===== src/rtl/led_pkg.sv =====
// -----------------------------------------------------------------------------
// led_pkg -- shared definitions for the LED dimmer (led_sterownik).
//   * default parameter constants for counter width, debounce length, fade step
//   * fade FSM state enum
//   * granica(): target duty for a brightness level 0..3
// -----------------------------------------------------------------------------
package led_pkg;

    localparam int ROZMIAR_LICZNIKA_DOMYSLNY = 16;
    localparam int DEBOUNCE_CYKLE_DOMYSLNE   = 100000;
    localparam int KROK_FADE_DOMYSLNY        = 256;

    typedef enum logic [1:0] {
        STOJ   = 2'd0,   // duty == target
        ROSNIJ = 2'd1,   // duty <  target
        MALEJ  = 2'd2    // duty >  target
    } stan_fade_e;

    // Target duty for level n: floor(0.1 * 10**(n/3) * 2**szerokosc) for n = 0..2,
    // full-on 2**szerokosc for n = 3. The irrational factors are held as
    // 32-bit binary fractions; their truncation error is far below one LSB of
    // the result for any practical counter width.
    function automatic logic [63:0] granica(input logic [1:0] poziom, input int szerokosc);
        logic [63:0] wsp;
        case (poziom)
            2'd0:    wsp = 64'd429496729;    // 0.1          * 2**32
            2'd1:    wsp = 64'd925322653;    // 0.1*10**(1/3) * 2**32
            2'd2:    wsp = 64'd1993547224;   // 0.1*10**(2/3) * 2**32
            default: wsp = 64'd0;
        endcase
        if (poziom == 2'd3) begin
            granica = 64'd1 << szerokosc;
        end else begin
            granica = (wsp << szerokosc) >> 32;
        end
    endfunction

endpackage


===== src/rtl/led_sterownik_if.sv =====
// -----------------------------------------------------------------------------
// led_sterownik_if -- button inputs and LED/status outputs of the dimmer.
//   in_przycisk_gora / in_przycisk_dol : raw asynchronous buttons, active high
//   out_led    : registered PWM drive
//   out_poziom : selected brightness level 0..3
//   out_zajety : high while the duty is fading toward its target
// master = whoever drives the buttons, slave = the dimmer.
// -----------------------------------------------------------------------------
interface led_sterownik_if;
    logic       in_przycisk_gora;
    logic       in_przycisk_dol;
    logic       out_led;
    logic [1:0] out_poziom;
    logic       out_zajety;

    modport master (
        output in_przycisk_gora, in_przycisk_dol,
        input  out_led, out_poziom, out_zajety
    );

    modport slave (
        input  in_przycisk_gora, in_przycisk_dol,
        output out_led, out_poziom, out_zajety
    );
endinterface


===== src/rtl/led_debounce.sv =====
// -----------------------------------------------------------------------------
// led_debounce -- 2-flop synchronizer, stability counter and press-edge pulse
// for one raw button.
//   clk, rst_n  : system clock, asynchronous active-low reset
//   przycisk_i  : raw asynchronous button level
//   puls_o      : one-cycle pulse on each accepted 0->1 transition
// -----------------------------------------------------------------------------
module led_debounce #(
    parameter int DEBOUNCE_CYKLE = 100000
) (
    input  logic clk,
    input  logic rst_n,
    input  logic przycisk_i,
    output logic puls_o
);

    localparam int SZER = $clog2(DEBOUNCE_CYKLE + 1);
    localparam logic [SZER-1:0] OSTATNI = SZER'(DEBOUNCE_CYKLE - 1);

    logic [1:0]      synchro_q;
    logic            stabilny_q;
    logic [SZER-1:0] licznik_q;
    logic            puls_q;
    logic            probka;

    assign probka = synchro_q[1];
    assign puls_o = puls_q;

    always_ff @(posedge clk or negedge rst_n) begin
        if (!rst_n) begin
            synchro_q  <= '0;
            stabilny_q <= 1'b0;
            licznik_q  <= '0;
            puls_q     <= 1'b0;
        end else begin
            // NOTE: non-blocking assignments so every flop samples pre-edge values;
            // the synchronizer chain would collapse to one stage with '='.
            synchro_q <= {synchro_q[0], przycisk_i};
            puls_q    <= 1'b0;
            if (probka == stabilny_q) begin
                // Any sample agreeing with the accepted level restarts the count.
                licznik_q <= '0;
            end else if (licznik_q == OSTATNI) begin
                licznik_q  <= '0;
                stabilny_q <= probka;
                puls_q     <= probka;   // presses pulse, releases do not
            end else begin
                licznik_q <= licznik_q + SZER'(1);
            end
        end
    end

endmodule


===== src/rtl/led_sterownik.sv =====
// -----------------------------------------------------------------------------
// led_sterownik -- three-step LED dimmer with PWM output and linear fading.
//   in_clk, in_rst_n : system clock, asynchronous active-low reset
//   bus (slave)      : buttons in, out_led / out_poziom / out_zajety out
// Two debounced buttons step a level 0..3; each level maps to a target duty.
// The duty walks toward the target by at most KROK_FADE per PWM period.
// -----------------------------------------------------------------------------
module led_sterownik
    import led_pkg::*;
#(
    parameter int ROZMIAR_LICZNIKA = ROZMIAR_LICZNIKA_DOMYSLNY,
    parameter int DEBOUNCE_CYKLE   = DEBOUNCE_CYKLE_DOMYSLNE,
    parameter int KROK_FADE        = KROK_FADE_DOMYSLNY
) (
    input logic           in_clk,
    input logic           in_rst_n,
    led_sterownik_if.slave bus
);

    localparam int W = ROZMIAR_LICZNIKA;

    // One bit wider than the counter so full-on (2**W) is representable.
    typedef logic [W:0] duty_t;

    localparam duty_t KROK      = duty_t'(KROK_FADE);
    localparam duty_t GRANICA_0 = duty_t'(granica(2'd0, W));

    logic [W-1:0] licznik_q;
    logic         led_q;
    logic [1:0]   poziom_q, poziom_d;
    duty_t        duty_q, duty_d;
    duty_t        cel, cel_poprz_q, roznica;
    stan_fade_e   stan_q, stan_d;
    logic         puls_gora, puls_dol;
    logic         zawiniecie;

    led_debounce #(.DEBOUNCE_CYKLE(DEBOUNCE_CYKLE)) u_gora (
        .clk        (in_clk),
        .rst_n      (in_rst_n),
        .przycisk_i (bus.in_przycisk_gora),
        .puls_o     (puls_gora)
    );

    led_debounce #(.DEBOUNCE_CYKLE(DEBOUNCE_CYKLE)) u_dol (
        .clk        (in_clk),
        .rst_n      (in_rst_n),
        .przycisk_i (bus.in_przycisk_dol),
        .puls_o     (puls_dol)
    );

    assign zawiniecie = &licznik_q;
    assign cel        = duty_t'(granica(poziom_q, W));

    // Level stepping; simultaneous up and down cancel each other.
    always_comb begin
        // NOTE: default first so no path leaves poziom_d unassigned (no latch).
        poziom_d = poziom_q;
        if (puls_gora && !puls_dol && poziom_q != 2'd3) begin
            poziom_d = poziom_q + 2'd1;
        end else if (puls_dol && !puls_gora && poziom_q != 2'd0) begin
            poziom_d = poziom_q - 2'd1;
        end
    end

    // Fade step. The wrap-cycle step uses the target as it stood in the previous
    // cycle (cel_poprz_q), so a retarget landing on the wrap only acts at the
    // next wrap. The state is then re-derived from the new duty against the
    // current target: this gives STOJ exactly when duty arrives, and a
    // ROSNIJ<->MALEJ swap one clock after a reversing press, without a duty jump.
    always_comb begin
        duty_d  = duty_q;
        roznica = '0;
        if (zawiniecie) begin
            case (stan_q)
                ROSNIJ: begin
                    roznica = cel_poprz_q - duty_q;
                    duty_d  = duty_q + ((roznica > KROK) ? KROK : roznica);
                end
                MALEJ: begin
                    roznica = duty_q - cel_poprz_q;
                    duty_d  = duty_q - ((roznica > KROK) ? KROK : roznica);
                end
                default: ;
            endcase
        end
        if (duty_d < cel) begin
            stan_d = ROSNIJ;
        end else if (duty_d > cel) begin
            stan_d = MALEJ;
        end else begin
            stan_d = STOJ;
        end
    end

    always_ff @(posedge in_clk or negedge in_rst_n) begin
        if (!in_rst_n) begin
            licznik_q   <= '0;
            led_q       <= 1'b0;
            poziom_q    <= 2'd0;
            duty_q      <= GRANICA_0;
            cel_poprz_q <= GRANICA_0;
            stan_q      <= STOJ;
        end else begin
            licznik_q   <= licznik_q + W'(1);
            // Zero-extended compare: duty 2**W exceeds every count, so full-on is solid.
            led_q       <= ({1'b0, licznik_q} < duty_q);
            poziom_q    <= poziom_d;
            duty_q      <= duty_d;
            cel_poprz_q <= cel;
            stan_q      <= stan_d;
        end
    end

    assign bus.out_led    = led_q;
    assign bus.out_poziom = poziom_q;
    assign bus.out_zajety = (stan_q != STOJ);

endmodule


===== src/flat_wrapper.sv =====
// flat-port wrapper written by rule: the top's interface ports become plain ports
module led_sterownik_flat import led_pkg::*;
#(
    parameter int ROZMIAR_LICZNIKA = ROZMIAR_LICZNIKA_DOMYSLNY,
    parameter int DEBOUNCE_CYKLE   = DEBOUNCE_CYKLE_DOMYSLNE,
    parameter int KROK_FADE        = KROK_FADE_DOMYSLNY
)
  (in_clk, in_rst_n, bus_in_przycisk_gora, bus_in_przycisk_dol, bus_out_led, bus_out_poziom, bus_out_zajety);
  led_sterownik_if bus_i ();
  input logic in_clk;
  input logic in_rst_n;
  input wire logic [$bits(bus_i.in_przycisk_gora)-1:0] bus_in_przycisk_gora;
  input wire logic [$bits(bus_i.in_przycisk_dol)-1:0] bus_in_przycisk_dol;
  output wire logic [$bits(bus_i.out_led)-1:0] bus_out_led;
  output wire logic [$bits(bus_i.out_poziom)-1:0] bus_out_poziom;
  output wire logic [$bits(bus_i.out_zajety)-1:0] bus_out_zajety;
  assign bus_i.in_przycisk_gora = bus_in_przycisk_gora;
  assign bus_i.in_przycisk_dol = bus_in_przycisk_dol;
  assign bus_out_led = bus_i.out_led;
  assign bus_out_poziom = bus_i.out_poziom;
  assign bus_out_zajety = bus_i.out_zajety;
  led_sterownik #(.ROZMIAR_LICZNIKA(ROZMIAR_LICZNIKA), .DEBOUNCE_CYKLE(DEBOUNCE_CYKLE), .KROK_FADE(KROK_FADE)) u_core (.in_clk(in_clk), .in_rst_n(in_rst_n), .bus(bus_i));
endmodule

===== config.mk =====
export PLATFORM = sky130hd
export DESIGN_NAME = led_sterownik_flat
export DESIGN_NICKNAME = d
export VERILOG_FILES = /design/src/rtl/led_pkg.sv /design/src/rtl/led_sterownik_if.sv /design/src/rtl/led_debounce.sv /design/src/rtl/led_sterownik.sv /design/src/flat_wrapper.sv
export SDC_FILE = /design/constraint.sdc
export NUM_CORES = 1
export LEC_CHECK = 0
export ABC_AREA = 1
export BUFFER_PORTS_ARGS = -buffer_cell sky130_fd_sc_hd__buf_2
export CAP_MARGIN = 10
export CORE_ASPECT_RATIO = 0.75
export CORE_MARGIN = 10
export CORE_UTILIZATION = 45
export DETAILED_ROUTE_END_ITERATION = 10
export HOLD_SLACK_MARGIN = 0.05
export SYNTH_ARGS = -nofsm -noshare
export SYNTH_HDL_FRONTEND = slang
export SYNTH_HIERARCHICAL = 1
export SYNTH_SLANG_ARGS = --single-unit

===== constraint.sdc =====
create_clock -name in_clk -period 12 [get_ports in_clk]
set_input_delay 0.6 -clock in_clk [delete_from_list [all_inputs] [get_ports in_clk]]
set_output_delay 0.6 -clock in_clk [all_outputs]
set_load 0.005 [all_outputs]

Word-level counts from Yosys, hierarchy flattened
Index checks and enable logic that the tools add are counted.

Add/sub/neg operators: 9. Multipliers: 0. Div/mod/pow operators: 0. Order comparisons: 5. Eq/ne operators: 10. Shift operators: 0. Mux-type cells: 18. Bitwise logic cells: 2. Reduce and logical (&&, ||, !) cells: 13.

Operator list (count): $mux 17 (8); $pmux 31 s3 (1); $sub 17x17->17 (3); $add 17x1->17 const B (2); $eq 17x17->1 const B (2); $gt 17x9->1 const B (2); $pmux 17 s2 (1); $add 17x17->17 (1); $gt 17x17->1 (1); $lt 16x17->1 (1); $lt 17x17->1 (1); $add 16x1->16 const B (1); $reduce_and 16->1 (1); $mux 2 (4); $eq 2x2->1 const B (3); $reduce_bool 2->1 (3); $eq 2x1->1 const B (2); $logic_and 1x1->1 (4); $mux 1 (4); $reduce_and 2->1 (2); $add 2x1->2 const B (1); $eq 1x1->1 (2); $logic_not 1->1 (2); $logic_not 2->1 (1); other kinds (3) (4).

Flip-flop bits (word level): 97. Bits in latches: 0. Bits in writable memories: 0. Bits in read-only memories: 0. Input port bits: 4. Output and inout port bits: 4. Word-level logic and storage cells: 71. Memories: 0.

Depth between registers and ports, before layout
Depth in word-level cells: 9. Mapped depth: 44. Depth with buffers taken out: 43.

Cells and area by module
Netlist, hierarchy kept.

Modules (own cells, without submodules): led_sterownik (instances 1, cells each 821, area an instance 5677.9 um2); led_debounce (instances 2, cells each 143, area an instance 1094.8 um2).

Worst setup path after synthesis
OpenSTA, ideal clock, no wires.

Path kind: register to register. Start point: register u_core.cel_poprz_q[12]. End point: register u_core.stan_q[1]. Setup time: 0.123 ns. Data arrival time: 5.399 ns. Slack: 6.478 ns. Cell stages (with the launch flop): 39. Path buffers: 0. Period minus slack after synthesis: 5.522 ns. Cells stage by stage: dfstp_2 -> inv_1 -> ha_1 -> fa_1 -> nand2_1 -> nor2_1 -> nand3_1 -> nor2_1 -> nand2_2 -> nor2_2 -> nor2_2 -> nor3b_2 -> nand2_2 -> or2_2 -> ha_1 -> nand2_1 -> nor2_4 -> a21oi_1 -> [... 3 more ...] -> inv_1 -> nor3_1 -> nand2_1 -> nand2_1 -> a21oi_1 -> o21bai_1 -> a21oi_1 -> o21bai_1 -> nand3_1 -> a21oi_1 -> o22ai_1 -> ha_1 -> a21oi_1 -> nand2_1 -> a21oi_1 -> nand2_1 -> o31ai_1 -> inv_1.

Word-level cells in the longest chain between the ends: 9. Elaborated cells between the ends (all ways): 14.

Ends and longest elaborated chain: start: declaration (RTL line led_sterownik.sv:32) `duty_t cel, cel_poprz_q, roznica;`; start signal: assignment (RTL line led_sterownik.sv:109) `cel_poprz_q <= cel;`; $sub 17x17->17, on equally long branches (RTL line led_sterownik.sv:80, led_sterownik.sv:76); $gt 17x9->1, on equally long branches (RTL line led_sterownik.sv:81, led_sterownik.sv:77); $mux 17, on equally long branches (RTL line led_sterownik.sv:81, led_sterownik.sv:77); $sub 17x17->17 / $add 17x17->17 (equally long branches) (RTL line led_sterownik.sv:81, led_sterownik.sv:77); $pmux 17 s2 (*) (RTL line led_sterownik.sv:74) `case (stan_q)`; $mux 17 (*) (RTL line led_sterownik.sv:73) `if (zawiniecie) begin`; net u_core.duty_d[14] (RTL line led_sterownik.sv:31) `duty_t duty_q, duty_d;`; $gt 17x17->1 (RTL line led_sterownik.sv:88) `end else if (duty_d > cel) begin`; $mux 2 (RTL line led_sterownik.sv:88); $mux 2 (*) (RTL line led_sterownik.sv:86) `if (duty_d < cel) begin`; net u_core.stan_d[1] (RTL line led_sterownik.sv:33) `stan_fade_e stan_q, stan_d;`; end signal: assignment (RTL line led_sterownik.sv:110) `stan_q <= stan_d;`; end: declaration (RTL line led_sterownik.sv:33).

Mark *: on every way through the listed nets, which the timed path passes. The rest lies on a longest branch. A chain may end at the register's enable or synchronous reset.

Final worst setup path
Ends and elaborated chain as after synthesis.

==> summary by stage <==
Run status
The run finished with clean final reports.

Logic synthesis
Among all flip-flop cells after synthesis, the most frequent one is sky130_fd_sc_hd__dfrtp_1. For this run, the number of Yosys warnings is 6. The share of synthesized registers carrying an async set or reset is 1.00. The netlist area before placement is 7870 um2. The synthesized design contains 0 enable-type register cells. Counting distinct cell types in the post-synthesis netlist gives 48. The number of instances in the synthesized netlist is 1,107. The share of the Yosys chip area taken by registers is 0.282. Counting flops and latches in the post-synthesis netlist gives 88. After synthesis, the mean cell area works out to 7.11 um2.

The number of nets handed over by synthesis was 1,204.

Clocking
In this run, post-CTS hold repair placed 0 buffers. The clock tree from TritonCTS is yes. After clock tree synthesis, the clock-pin slew on the worst setup and hold paths is 0.07 ns. The number of buffers created by CTS is 9. The post-cts gate resize count is 0. The maximum root-to-sink buffer count is 2. CTS built an H-tree with a depth of 3. At the later pin of the worst-skew pair, clock insertion delay measures 0.35 ns.

The tree is rooted in a sky130_fd_sc_hd__clkbuf_16. The number of clock sinks is 88. The buffer count from post-CTS setup fixing is 0.

Global route
The initial antenna violation count is 0. The via count of the first global-routing pass came to 6,188. After global routing the overflow that remains totals 0. Entering global routing, the biggest net connects 73 pins. The first global-routing pass estimated 33,400 um of wire. The global-route total usage across every layer is 0.179.

STA
Setup total negative slack on the finished layout was measured at 0 ns. Counting I/O delays and the setup requirement, the final critical path takes 6.46 ns. Setup violations remaining at the end of the flow were counted as 0. For this run, the top clock speed supported by timing is 155 MHz.

The slew at the pin closest to its max-slew limit is 0.931 ns. The portion of the clock cycle consumed by the worst path in the final layout is 0.538. The final count of pins violating max slew was 0.

Setup repair after global routing left no endpoint under its margin. Headroom to the max-slew limit came out at 0.380. The clock skew after layout is 0.00961 ns.

The worst path meets setup with 5.54 ns of slack. The number of hold violations in the final report is 0.

Final layout
The ratio of cells with drive above 1 in the final layout is 0.0999. The filler cells instantiated in the layout total 1,706. Measured on the finished design, the core utilization comes to 0.497. At the end of the flow, the number of nets in the layout was 1,213.

The synthesis-to-finish area growth is 7.25%. The number of diodes is 0.

Setup path
The worst setup path is launched from a flop. The worst setup path is captured at a flop. The worst setup slack for register-to-register paths is 5.54 ns. The critical path is of the reg -> reg type.

Among all stages on the critical path, the largest delay is contributed by sky130_fd_sc_hd__dfstp_2. Of all nets on the critical path, the largest fanout is 7. The arrival time reported for the critical path endpoint is 6.70 ns. On the worst path, the slowest cell contributes a delay of 0.58 ns. The most numerous cell on the critical path is sky130_fd_sc_hd__nand2_1. Data on the critical path is required at its endpoint by 12.24 ns.

Placed design
The HPWL reported at the end of detailed placement is 17,100 um. The number of buffers inserted by port buffering is 7. The minimum setup slack after placement is 5.61 ns. The final weighted congestion in routability-driven placement is 0.965.

Detailed routing
The number of design-rule violations left by the first detailed-router iteration is 441. Wires add up to 20,700 um. The first-pass iteration count of the detailed router is 5.

In the detailed route, the total length drawn on met2 is 7760 um. The top routing layer in use is met4. The via count is 6,831. In the final routing, the length of wire on met1 measures 11,400 um. After detailed routing, the number of remaining DRC violations is 0. The routed design uses 1330 um of met3 wire. Dividing the detail-routed via count by the number of cells gives 5.03. The number of nets still failing antenna checks after routing is 0. The routed length per placed instance is 15.3 um.

Floorplanning
In this run the standard cell core region covers 17,000 um2. Row generation in the floorplan step produced 41 rows. The die covers 23,200 um2.

The effective utilization at floorplan is 0.463. The floorplan die height is 135 um. The die span in x is 173 um. The number of top-level pins is 8.

Power
The worst supply voltage drop on vdd is 0.0000994 V. The total power divided by cell area is 71.4 nW/um2. For this design the static power due to leakage is 4.19 nW.

Flow run
The total of max-cap violations is 0.

Hold path
The min-delay analysis places its worst path in the category in -> async.
[where the power goes]
group	internal [mW]	switching [mW]	total [mW]
sequential	0.299	0.00177	0.301
combinational	0.00248	0.0102	0.0127
clock	0.163	0.126	0.289
[synth_stat cells, types with 17 or more instances]
cell,number,area (um2)
sky130_fd_sc_hd__nor2_2,17,106
sky130_fd_sc_hd__xor2_1,39,342
sky130_fd_sc_hd__nand4_1,23,144
sky130_fd_sc_hd__nand3_1,59,295
sky130_fd_sc_hd__dfrtp_1,77,1930
sky130_fd_sc_hd__nand2_2,29,181
sky130_fd_sc_hd__nand2_1,249,935
sky130_fd_sc_hd__a21oi_1,53,265
sky130_fd_sc_hd__ha_1,90,1130
sky130_fd_sc_hd__nor2_1,126,473
sky130_fd_sc_hd__inv_1,166,623
sky130_fd_sc_hd__o21ai_0,51,255
[state kept, by name, indices dropped and copies added, names as in the netlist]
register / flops
u_core/u_gora/puls_o: 1
u_core/u_dol/puls_o: 1
u_core/u_dol/synchro_q: 2
u_core/bus.out_poziom: 2
u_core/stan_q: 2
u_core/duty_q: 17
u_core/cel_poprz_q: 8
u_core/u_dol/licznik_q: 17
u_core/u_gora/synchro_q: 2
u_core/u_gora/licznik_q: 17
u_core/licznik_q: 16
u_core/bus.out_led: 1
u_core/u_dol/stabilny_q: 1
u_core/u_gora/stabilny_q: 1
[cells in the final DEF, fill, tap and decap left out, types with 4 or more instances in the layout]
master / netlist / routed
sky130_fd_sc_hd__nand2_1: 249 / 249
sky130_fd_sc_hd__inv_1: 166 / 166
sky130_fd_sc_hd__nor2_1: 126 / 126
sky130_fd_sc_hd__ha_1: 90 / 90
sky130_fd_sc_hd__dfrtp_1: 77 / 77
sky130_fd_sc_hd__nand3_1: 59 / 59
sky130_fd_sc_hd__a21oi_1: 53 / 53
sky130_fd_sc_hd__o21ai_0: 51 / 51
sky130_fd_sc_hd__xor2_1: 39 / 39
sky130_fd_sc_hd__nand2_2: 29 / 29
sky130_fd_sc_hd__nand4_1: 23 / 23
sky130_fd_sc_hd__nor2_2: 17 / 17
sky130_fd_sc_hd__xnor2_1: 12 / 12
sky130_fd_sc_hd__o21ai_1: 12 / 12
sky130_fd_sc_hd__dfstp_2: 11 / 11
sky130_fd_sc_hd__clkbuf_16: 0 / 9
sky130_fd_sc_hd__nor3_1: 9 / 9
sky130_fd_sc_hd__nor2_4: 7 / 7
sky130_fd_sc_hd__o21bai_1: 7 / 7
sky130_fd_sc_hd__inv_2: 7 / 7
sky130_fd_sc_hd__buf_2: 2 / 6
sky130_fd_sc_hd__nand3_2: 6 / 6
sky130_fd_sc_hd__o22ai_1: 4 / 4
[path summary, 6_finish.rpt]
path	start	endpoint	cells past startpoint
hold / removal	in_rst_n	u_core/duty_q[15]$_DFF_PN0_	1
hold reg to reg	u_core/u_dol/synchro_q[0]$_DFF_PN0_	u_core/u_dol/synchro_q[1]$_DFF_PN0_	0
min in group in_clk	u_core/u_dol/synchro_q[0]$_DFF_PN0_	u_core/u_dol/synchro_q[1]$_DFF_PN0_	0
max in group asynchronous	in_rst_n	u_core/u_gora/licznik_q[13]$_DFF_PN0_	2
setup reg to reg	u_core/cel_poprz_q[12]$_DFF_PN1_	u_core/stan_q[1]$_DFF_PN0_	40
setup / recovery	u_core/cel_poprz_q[12]$_DFF_PN1_	u_core/stan_q[1]$_DFF_PN0_	40
[layer usage]
layer  global-route usage  vias to the layer above
met2                0.239                      160
li1                     -                     3562
met3               0.0379                       16
met4               0.0354                        0
met1                0.281                     3093
met5                    0                        -
[logic make-up (layout without fill, tap and decap cells)]
logic type,Yosys count,in the layout,synth area share
simple gates,541,541,0.311
xor+xnor,52,52,0.0588
buf+inv,184,198,0.0914
flops,88,88,0.282
compound gates,149,149,0.106
fa+ha+maj,93,93,0.151
[stage by stage]
step	hold WS [ns]	area [um2]	power, mW	instances
after global placement	0.350	8140	0.319	1341
after detailed placement	0.344	8140	0.320	1341
after global routing	0.124	8440	0.625	1357
after CTS	0.114	8440	0.610	1357
after floorplan	0.304	7870	0.310	1107
final	0.121	8440	0.602	1357
[final cells by class]
class                           count  area [um2]  area share
Clock buffer                       10         229      0.0271
Multi-Input combinational cell    835        4930       0.585
Clock inverter                      6        67.6     0.00801
Sequential cell                    88        2220       0.263
Inverter                          174         653      0.0774
Tap cell                          236         295      0.0350
Timing Repair Buffer                8        45.0     0.00534
[critical path, delay by kind of cell (launching register included)]
kind,cells,cell delay (ns)
DFF,1,0.58
and+or+nand+nor,24,2.68
adders and majority gates,5,1.69
buffers and inverters,4,0.28
AOI/OAI and AO/OA,7,1.08
Power figures use the tool's default switching activity.
